===== src/rtl/tick_pwm_gen.sv =====
// Tick-enabled PWM generator with double-buffered period/duty and a period-done strobe.
// Counts upstream clock-enable pulses; IDLE/RUN/DRAIN lets a stop request finish the running period.
module tick_pwm_gen #(
    parameter int CNT_W = 8
) (
    input  logic             sys_clk,
    input  logic             sys_rst_n,
    input  logic             tick_en,
    input  logic             enable,
    input  logic [CNT_W-1:0] period,
    input  logic [CNT_W-1:0] duty,
    output logic             pwm_out,
    output logic             period_done,
    output logic             busy
);

    typedef enum logic [1:0] {
        IDLE  = 2'd0,
        RUN   = 2'd1,
        DRAIN = 2'd2
    } state_t;

    state_t           state;
    state_t           next_state;
    logic [CNT_W-1:0] cnt;
    logic [CNT_W-1:0] next_cnt;
    logic [CNT_W-1:0] period_sh;
    logic [CNT_W-1:0] next_period_sh;
    logic [CNT_W-1:0] duty_sh;
    logic [CNT_W-1:0] next_duty_sh;
    logic             wrap;

    assign wrap = (state != IDLE) && tick_en && (cnt == period_sh);

    // Shadow registers only reload on entry to RUN and on a RUN wrap with enable held.
    always_comb begin
        next_state     = state;
        next_cnt       = cnt;
        next_period_sh = period_sh;
        next_duty_sh   = duty_sh;
        case (state)
            IDLE: begin
                next_cnt = '0;
                if (enable) begin
                    next_state     = RUN;
                    next_period_sh = period;
                    next_duty_sh   = duty;
                end
            end
            RUN: begin
                if (wrap) begin
                    next_cnt = '0;
                    if (enable) begin
                        next_period_sh = period;
                        next_duty_sh   = duty;
                    end else begin
                        next_state = IDLE;
                    end
                end else begin
                    if (tick_en) begin
                        next_cnt = cnt + 1'b1;
                    end
                    if (!enable) begin
                        next_state = DRAIN;
                    end
                end
            end
            DRAIN: begin
                if (wrap) begin
                    next_cnt   = '0;
                    next_state = IDLE;
                end else begin
                    if (tick_en) begin
                        next_cnt = cnt + 1'b1;
                    end
                    if (enable) begin
                        next_state = RUN;
                    end
                end
            end
            default: begin
                next_state = IDLE;
                next_cnt   = '0;
            end
        endcase
    end

    // Outputs are computed from next-state values so they line up with cnt on the same clock.
    always_ff @(posedge sys_clk or negedge sys_rst_n) begin
        if (!sys_rst_n) begin
            state       <= IDLE;
            cnt         <= '0;
            period_sh   <= '0;
            duty_sh     <= '0;
            pwm_out     <= 1'b0;
            period_done <= 1'b0;
            busy        <= 1'b0;
        end else begin
            state       <= next_state;
            cnt         <= next_cnt;
            period_sh   <= next_period_sh;
            duty_sh     <= next_duty_sh;
            pwm_out     <= (next_state != IDLE) && (next_cnt < next_duty_sh);
            period_done <= wrap;
            busy        <= (next_state != IDLE);
        end
    end

endmodule

===== config.mk =====
export PLATFORM = sky130hd
export DESIGN_NAME = tick_pwm_gen
export DESIGN_NICKNAME = d
export VERILOG_FILES = /design/src/rtl/tick_pwm_gen.sv
export SDC_FILE = /design/constraint.sdc
export NUM_CORES = 1
export LEC_CHECK = 0
export ABC_CLOCK_PERIOD_IN_PS = 4200
export BUFFER_PORTS_ARGS = -buffer_cell sky130_fd_sc_hd__buf_2
export CORE_MARGIN = 5
export CORE_UTILIZATION = 57
export DETAILED_ROUTE_END_ITERATION = 12
export HOLD_SLACK_MARGIN = 0.06
export PLACE_DENSITY = 0.78
export RECOVER_POWER = 50
export SLEW_MARGIN = 25
export SYNTH_ARGS = -nofsm -noshare
export SYNTH_HDL_FRONTEND = slang
export SYNTH_SLANG_ARGS = --single-unit

===== constraint.sdc =====
create_clock -name sys_clk -period 4.2 [get_ports sys_clk]
set_clock_uncertainty 0.1 [all_clocks]
set_input_delay 0.21 -clock sys_clk [delete_from_list [all_inputs] [get_ports sys_clk]]
set_output_delay 0.21 -clock sys_clk [all_outputs]
set_load 0.01 [all_outputs]

# After elaboration in Yosys (flattened, before gate mapping)
# Cells that the tools add are included.
dict set report word_totals {
  reg_bits 29
  input_bits 20
  output_inout_bits 3
  word_cells 37
  ramBits 0
  latch_bits 0
  rom_bits 0
  n_memories 0
}
dict set report classes {
  shifts 0
  addsub 1
  mul 0
  reduce_logical 9
  order_cmp 1
  div_mod_pow 0
  n_mux 15
  eq_ne 4
  n_bitwise 0
}
# cell n
set op_table {}
lappend op_table {{$mux W8} 7}
lappend op_table {{$pmux W8 S2} 2}
lappend op_table {{$mux W2} 5}
lappend op_table {{$add A8 B1 Y8 const B} 1}
lappend op_table {{$eq A8 B8 Y1} 1}
lappend op_table {{$lt A8 B8 Y1} 1}
lappend op_table {{$pmux W2 S3} 1}
lappend op_table {{$reduce_bool A2 Y1} 3}
lappend op_table {{$logic_and A1 B1 Y1} 3}
lappend op_table {{$eq A2 B1 Y1 const B} 1}
lappend op_table {{$eq A2 B2 Y1 const B} 1}
lappend op_table {{$logic_not A2 Y1} 1}
lappend op_table {{$ne A2 B2 Y1 const B} 1}
lappend op_table {{$reduce_and A2 Y1} 1}
lappend op_table {{$reduce_or A2 Y1} 1}

# Logic depth before layout (Yosys ltp)
# Gate-level depths: netlist of run 1.
dict set report logic_depth {
  word_depth 7
  mapped_depth 14
  depth_no_buf 14
}

# Worst setup path after synthesis of run 1
# No wires, ideal clock.
dict set report synth_timing {
  path_type {reg2reg}
  startpoint {reg state[0]}
  endpoint {reg pwm_out}
  path_slack_ns 1.269
  t_arrival_ns 2.747
  n_path_buf 1
  path_stages_with_launch 15
  required_time_ns 4.016
  synth_period_minus_slack_ns 2.931
  setup_time_ns 0.084
  cell_sequence {dfrtp_1 -> inv_1 -> ha_1 -> and2b_1 -> and2_1 -> nand3_2 -> buf_6 -> a22o_1 -> a221oi_1 -> ha_1 -> a21o_1 -> a21o_1 -> a21oi_1 -> nand4b_1 -> a21boi_0}
}
dict set report synth_via {
  elab_chain_len 7
  word_cells_on_any_way 20
  cone_classes {order compare (1); eq/ne (2); mux (10); reduce/logical (7)}
}
# item line
set synth_rtl {}
lappend synth_rtl {{start, declared} 23} ;# state_t state;
lappend synth_rtl {{start signal, assigned} 99} ;# state <= next_state;
lappend synth_rtl {{$reduce_bool A2 Y1} 33} ;# assign wrap = (state != IDLE) && tick_en && (cnt == period_sh);
lappend synth_rtl {{$logic_and A1 B1 Y1 (2 in a row)} 33}
lappend synth_rtl {{$mux W8 (tied with other cells)} 51} ;# if (wrap) begin
lappend synth_rtl {{$pmux W8 S2 (tied with other cells)} 41} ;# case (state)
lappend synth_rtl {{$lt A8 B8 Y1 or $reduce_bool A2 Y1 (tied branches)} 103} ;# pwm_out <= (next_state != IDLE) && (next_cnt < next_duty_sh);
lappend synth_rtl {{$logic_and A1 B1 Y1 (*)} 103}
lappend synth_rtl {{end signal, assigned} 103}
lappend synth_rtl {{end, declared} 12} ;# output logic pwm_out,
# Mark *: on every way between the ends. The rest lies on a longest branch, timed or not.
# A chain may end at the register's enable or synchronous reset.

# Final worst setup path of run 1
# Ends and elaborated chain as after synthesis.

==> results of run 1 <==
## layout make-up
cell class / count / area, µm²
Inverter: 3 / 11.3
Timing Repair Buffer: 32 / 205
Clock buffer: 6 / 41.3
Multi-Input combinational cell: 132 / 1030
Sequential cell: 29 / 726
Fill cell: 252 / 977
Tap cell: 44 / 55.1
Clock inverter: 2 / 10.0
## power groups by stage
stage | logic (W) | clock network (W) | registers [W]
CTS | 0.000741 | 0.000164 | 0.000479
global placement | 0.000697 | 0 | 0.000478
detailed placement | 0.000724 | 0 | 0.000485
finish | 0.000743 | 0.000157 | 0.000481
global route | 0.000826 | 0.000177 | 0.000493
floorplan | 0.000575 | 0 | 0.000465
## metrics by stage
step	std cells	area, µm²	setup slack (ps)	power, W
final	248	2080	523	0.00138
after global routing	248	2080	263	0.00150
after CTS	248	2080	569	0.00138
after detailed placement	231	1940	594	0.00121
after global placement	231	1940	856	0.00117
after floorplan	171	1800	1270	0.00104
## kinds of logic (layout without fill, tap and decap cells)
| kind of cell | count (synthesis) | in the layout | synth area share, % |
|---|---|---|---|
| and+or+nand+nor | 51 | 51 | 15.7 |
| adders and majority gates | 12 | 12 | 8.34 |
| xor gates and xnor gates | 15 | 15 | 7.30 |
| muxes | 9 | 9 | 5.56 |
| DFF | 29 | 29 | 40.3 |
| buffers and inverters | 10 | 43 | 2.64 |
| AOI/OAI and AO/OA | 45 | 45 | 20.2 |
## per-layer routing
layer	vias up	share of wire [%]
met5	-	0
met4	0	1.8
met3	9	6.6
met2	54	45
met1	714	47
li1	710	-
## path summary, 6_finish.rpt
| check | slack [ps] | endpoint | startpoint |
|---|---|---|---|
| max in group asynchronous | 2450 | period_sh[4] | sys_rst_n |
| worst min register to register | 440 | period_sh[5] | period_sh[5] |
| worst min-delay path | 170 | duty_sh[6] | duty[6] |
| worst max register to register | 520 | pwm_out | state[0] |
| min in group asynchronous | 670 | period_sh[6] | sys_rst_n |
| worst max-delay path | 520 | pwm_out | state[0] |
## critical path, cell delays in order (launching register included)
cell	delay, ps
dfrtp_1	440
inv_1	90
ha_1	340
and2b_1	290
and2_1	180
nand3_2	230
nor2_1	440
a22o_1	220
a221oi_1	90
ha_1	350
a21o_1	160
a21o_1	160
a21oi_1	190
o21ai_0	110
a21boi_0	200
## state kept, by name (all words and copies together) (netlist names)
| signal | cells |
|---|---|
| busy | 1 |
| cnt | 8 |
| duty_sh | 8 |
| period_done | 1 |
| period_sh | 8 |
| pwm_out | 1 |
| state | 2 |
## cells in the final DEF (no fill, tap or decap), drive strengths merged, types with 2 or more instances in the layout
| cell | instances |
|---|---|
| a21o | 3 |
| a21oi | 7 |
| a221o | 7 |
| a221oi | 7 |
| a22o | 7 |
| a31oi | 2 |
| and2 | 2 |
| and3 | 8 |
| buf | 21 |
| clkbuf | 8 |
| clkinv | 2 |
| dfrtp | 29 |
| dlygate4sd3 | 9 |
| ha | 12 |
| inv | 3 |
| mux2 | 8 |
| nand2 | 10 |
| nand3 | 5 |
| nand4 | 5 |
| nor2 | 12 |
| nor3 | 2 |
| o21ai | 7 |
| xnor2 | 11 |
| xor2 | 4 |
## timing repair
action | 4_1_cts | 5_1_grt
endpoints found under the hold margin | 37 | 0
hold buffers | 9 | 0
endpoints found under the setup margin | 0 | 0
==> flow_summary.toml, run 1 <==
[grt]
antenna_found_initial = 0
grt_pass1_vias = 1556
grt_pass1_wl_um = 6840
met2_usage_pct = 31.4
grt_max_degree = 30
gr-max-usage-layer = "met2"
grt.overflow.total = 0
grt_use_total_pct = 20.6
gr-usage-met1_pct = 27.7
grtUsageMet3_pct = 4.76

[routing]
routed_wirelength_um = 3970
dr_total_vias = 1487
drc = 0
detail_route.vias_per_cell = 6.00
drtAntennaViolNets = 0
first_iter_violations = 100
drt_first_pass_iters = 4
avgRoutedWirePerCell_um = 16.0

[yosys]
syn_area_per_cell_um2 = 10.5
synth_warnings = 0
synthTopCellsByCount = "dfrtp_1, ha_1, nor2_1"
async_flop_share_pct = 100
synth_ff_type = "dfrtp_1"
synthTopCellsByArea = "dfrtp_1, ha_1, xnor2_1, mux2_2, a221o_1"
ys_seq_elements = 29
yosysSeqAreaShare_pct = 40.3
yosys.area.top_type = "dfrtp_1"
yosys.area.top_type_share_pct = 40.3
synth_edf_count = 0
synthMostInstantiatedCell = "dfrtp_1"
syn-instance-count = 171
ys_types = 42
synth_area_mm2 = 0.00180
synth_nets = 203

[placement]
port_buffers = 22
dp_hpwl_um = 2990
gp_congestion = 0.884

[sta]
slew_viol_final = 29
timing.final.hold_violations = 0
setup_tns_ps = 0
period_minus_slack_ps = 3680
timing.hold.ws_ps = 169
worst_slew_pin_slew_ps = 1500
fmax_mhz = 272
maxSlewHeadroom_pct = -0.234
setup_viol = 0
period_share_pct = 87.6
rsz0062_at_grt = "no"

[pwr]
p_per_area_mw_per_mm2 = 665
switching_share_pct = 42.0
max-vdd-ir-drop_mv = 0.362
comb_power_share_pct = 53.8
p_switching_w = 0.000580
clockPowerShare_pct = 11.4
p_leak_nw = 0.927
sequentialPowerShare_pct = 34.8
p_int_w = 0.000801

[worst_setup_path]
arrival_ps = 3820
crit_required_ps = 4340
end_kind = "flip-flop"
critPathLaunchType = "flip-flop"
reg2regPathDepth = 14
crit_type = "flip-flop to flip-flop"
path_max_fanout = 14

[cts]
post_cts_resized = 0
cts_root_buf = "clkbuf_4"
clk_pin_slew_worst_paths_ps = 90
clk_path_buf_depth = 2
cts_max_level = 2
numCtsBuffers = 5
cts_tree = "built"
post_cts_buffers = 0
insertion_delay_ps = 330
clock_sinks = 29

[run_status]
violations = "capacitance limit, slew limit"
status = "finished with violations"

[die]
ioPinCount = 23
start_util_pct = 59.0
die_w_um = 66.2
placementRows = 20
die-area_mm2 = 0.00438
coreArea_mm2 = 0.00305
die_h_um = 66.2

[hold_path]
holdPathStages = 3
hold_path_class = "input pin to flip-flop"

[layout]
area_growth_pct = 15.3
diodes = 0
nNetsFinal = 235
drive_gt1_share_pct = 21.1
final_core_util_pct = 68.0

[flow_run]
maxCapViolations = 1
(Power assumes the default switching activity.)
==> inputs of run 2 (changes only) <==
--- a/config.mk
+++ b/config.mk
@@ -5,6 +5,7 @@
 export SDC_FILE = /design/constraint.sdc
 export NUM_CORES = 1
 export LEC_CHECK = 0
+export ABC_AREA = 1
 export ABC_CLOCK_PERIOD_IN_PS = 4200
 export BUFFER_PORTS_ARGS = -buffer_cell sky130_fd_sc_hd__buf_2
 export CORE_MARGIN = 5
==> constraint.sdc (replaced) <==
create_clock -name sys_clk -period 4.2 [get_ports sys_clk]
set_clock_uncertainty 0.1 [all_clocks]
set_input_delay 0.63 -clock sys_clk [delete_from_list [all_inputs] [get_ports sys_clk]]
set_output_delay 0.63 -clock sys_clk [all_outputs]
set_load 0.01 [all_outputs]
==> run 2 against run 1 <==
The flow still finishes with violations (capacitance limit, slew limit); combinational power is 2% lower; non-clock buffer count is 10 lower; die area is 1.2% higher.
==> flow_summary.toml, run 2 <==
[yosys]
synth_ff_type = "dfrtp_1"
yosysSeqAreaShare_pct = 39.8
synth_xor_area_share_pct = 1.44
synth_area_mm2 = 0.00183
synth.mux.area_fraction_pct = 0
synth_warnings = 0
yosys.area.top_type = "dfrtp_1"
syn-instance-count = 244
synth_edf_count = 0
ys_seq_elements = 29
syn_area_per_cell_um2 = 7.48
synth-adder-area-share_pct = 8.22
synth_nets = 276
async_flop_share_pct = 100
synth_compound_area_share_pct = 11.6
ys_types = 29
synthTopCellsByCount = "nand2_1, inv_1, dfrtp_1"
synth_top_family_by_area = "simple AND/OR/NAND/NOR gates"
yosys.area_share.simple_pct = 27.8
yosys.area.top_type_share_pct = 39.8
synthTopCellsByArea = "dfrtp_1, nand2_1, ha_1, inv_1, nor2_1"
synthMostInstantiatedCell = "nand2_1"

[routing]
avgRoutedWirePerCell_um = 11.4
dr_total_vias = 1535
drt_first_pass_iters = 5
detail_route.vias_per_cell = 4.87
drc = 0
first_iter_violations = 61
routed_wirelength_um = 3590
drtAntennaViolNets = 0

[cts]
clk_pin_slew_worst_paths_ps = 100
clk_path_buf_depth = 2
post_cts_buffers = 0
post_cts_resized = 0
clock_sinks = 29
numCtsBuffers = 5
cts_root_buf = "clkbuf_4"
cts_max_level = 2
insertion_delay_ps = 340
cts_tree = "built"
postCtsHoldBufs = 0

[sta]
maxSlewHeadroom_pct = -2.22
setup_viol = 0
worst_slew_pin_slew_ps = 1530
fmax_mhz = 354
timing.hold.ws_ps = 392
timing.final.hold_violations = 0
period_share_pct = 67.2
setup_tns_ps = 0
rsz0062_at_grt = "no"
slew_viol_final = 30
period_minus_slack_ps = 2820

[placement]
dpl-instance-area_mm2 = 0.00196
gp_congestion = 0.856
port_buffers = 22
dp_hpwl_um = 2790

[die]
die_h_um = 66.6
ioPinCount = 23
coreArea_mm2 = 0.00305
die_w_um = 66.6
start_util_pct = 59.8
placementRows = 20
die-area_mm2 = 0.00443

[worst_setup_path]
end_kind = "flip-flop"
r2r_setup_slack_ps = 1380
critPathLaunchType = "flip-flop"
arrival_ps = 3000
path_cells = "inv_1, ha_1, inv_1, nand2_1, nor2_1, nand2_1, nor2_2, nand4_1, nand2_2, nand2_2, clkinv_4, o22ai_1, inv_1, ha_1, a21oi_1, nor2_1, a211oi_1, nand2_2, a21oi_2"
r2r_end = "pwm_out"
cp_top_family = "simple AND/OR/NAND/NOR gates"
path_max_fanout = 17
crit_required_ps = 4380
crit_buf_inv = 4
r2r-start = "state[0]"
reg2regPathDepth = 19
cp_slowest_cell = "dfrtp_1"
critPathMaxStageDelay_ps = 400
crit_type = "flip-flop to flip-flop"

[grt]
antenna_found_initial = 0
grt.overflow.total = 0
grt_max_degree = 30
grt_use_total_pct = 19.6
grt_pass1_vias = 1508
grt_pass1_wl_um = 6420

[layout]
layout_commonest_cell = "nand2_1"
layout_common_cells = "nand2_1, inv_1, dfrtp_1"
area_growth_pct = 11.3
diodes = 0
reg_top3 = "cnt (8), duty_sh (8), period_sh (8)"
drive_gt1_share_pct = 19.9
fin_area_mm2 = 0.00203
nNetsFinal = 302

[pwr]
max-vdd-ir-drop_mv = 0.326
p_leak_nw = 1.06
p_total_w = 0.00137
p_per_area_mw_per_mm2 = 672

[run_status]
status = "finished with violations"
violations = "capacitance limit, slew limit"

[hold_path]
holdPathStages = 3
hold_path_class = "input pin to flip-flop"
min_from = "period[0]"
hold_end = "period_sh[0]"

[flow_run]
maxCapViolations = 1
-- run 2: cell count changes in the layout (fill, tap and decap cells not counted), sizes merged, moves of 7 or more --
cell,change
o22ai,+7
inv,+41
a221o,-7
a221oi,-7
xnor2,-11
mux2,-8
nand2,+61
dlygate4sd3,-9
nor2,+17
a22o,-7
-- run 2: area by class of cell --
type                    instances  area [µm²]
clock inverters                 1        5.00
multi-input cells             166         896
repair buffers                 22         108
clock buffers                   7        65.1
inverters                      46         178
flip-flops and latches         29         726
fillers                       292        1020
well taps                      44        55.1
-- run 2: power breakdown --
part           internal [W]  total [W]  switching [W]
sequential         0.000382   0.000437      0.0000554
combinational      0.000260   0.000728       0.000468
clock             0.0000968   0.000201       0.000104
total              0.000739    0.00137       0.000627
-- run 2: through the flow --
step / std cells / util, % / worst slack (ps)
4_1_cts: 315 / 66.6 / 1320
5_1_grt: 315 / 66.6 / 1030
3_3_place_gp: 307 / 64.3 / 1460
6_report: 315 / 66.6 / 1380
3_5_place_dp: 307 / 64.3 / 1350
2_1_floorplan: 244 / - / 1720
-- run 2: worst max-delay path by stage --
stage | slack (ps) | from | depth (start not counted) | endpoint
3_5_place_dp | 1350 | state[0] | 19 | pwm_out
4_1_cts | 1320 | state[0] | 19 | pwm_out
6_report | 1380 | state[0] | 19 | pwm_out
2_1_floorplan | 1720 | state[0] | 19 | pwm_out
5_1_grt | 1030 | state[0] | 19 | pwm_out
3_3_place_gp | 1460 | tick_en | 14 | pwm_out
-- run 2: cell families (layout without fill, tap and decap cells) --
| family | Yosys count | count (layout) |
|---|---|---|
| XOR/XNOR | 3 | 3 |
| buffers and inverters | 49 | 76 |
| AO/OA/AOI/OAI | 36 | 36 |
| adder cells (fa/ha/maj) | 12 | 12 |
| AND/OR/NAND/NOR | 115 | 115 |
| flip-flops | 29 | 29 |
-- run 2: metal layers --
metal	vias up	global-route usage (%)	wire (µm)
met2	32	31.7	1720
met3	10	7.93	192
met1	678	22.9	1620
met4	0	8.12	58
met5	-	0	0
li1	815	-	-
-- run 2: worst register-to-register path, delay by kind of cell, from the launching register on --
| kind | cells | cell delay, ps |
|---|---|---|
| flops | 1 | 400 |
| buf+inv | 4 | 370 |
| compound gates | 4 | 570 |
| fa+ha+maj | 2 | 510 |
| simple gates | 9 | 820 |
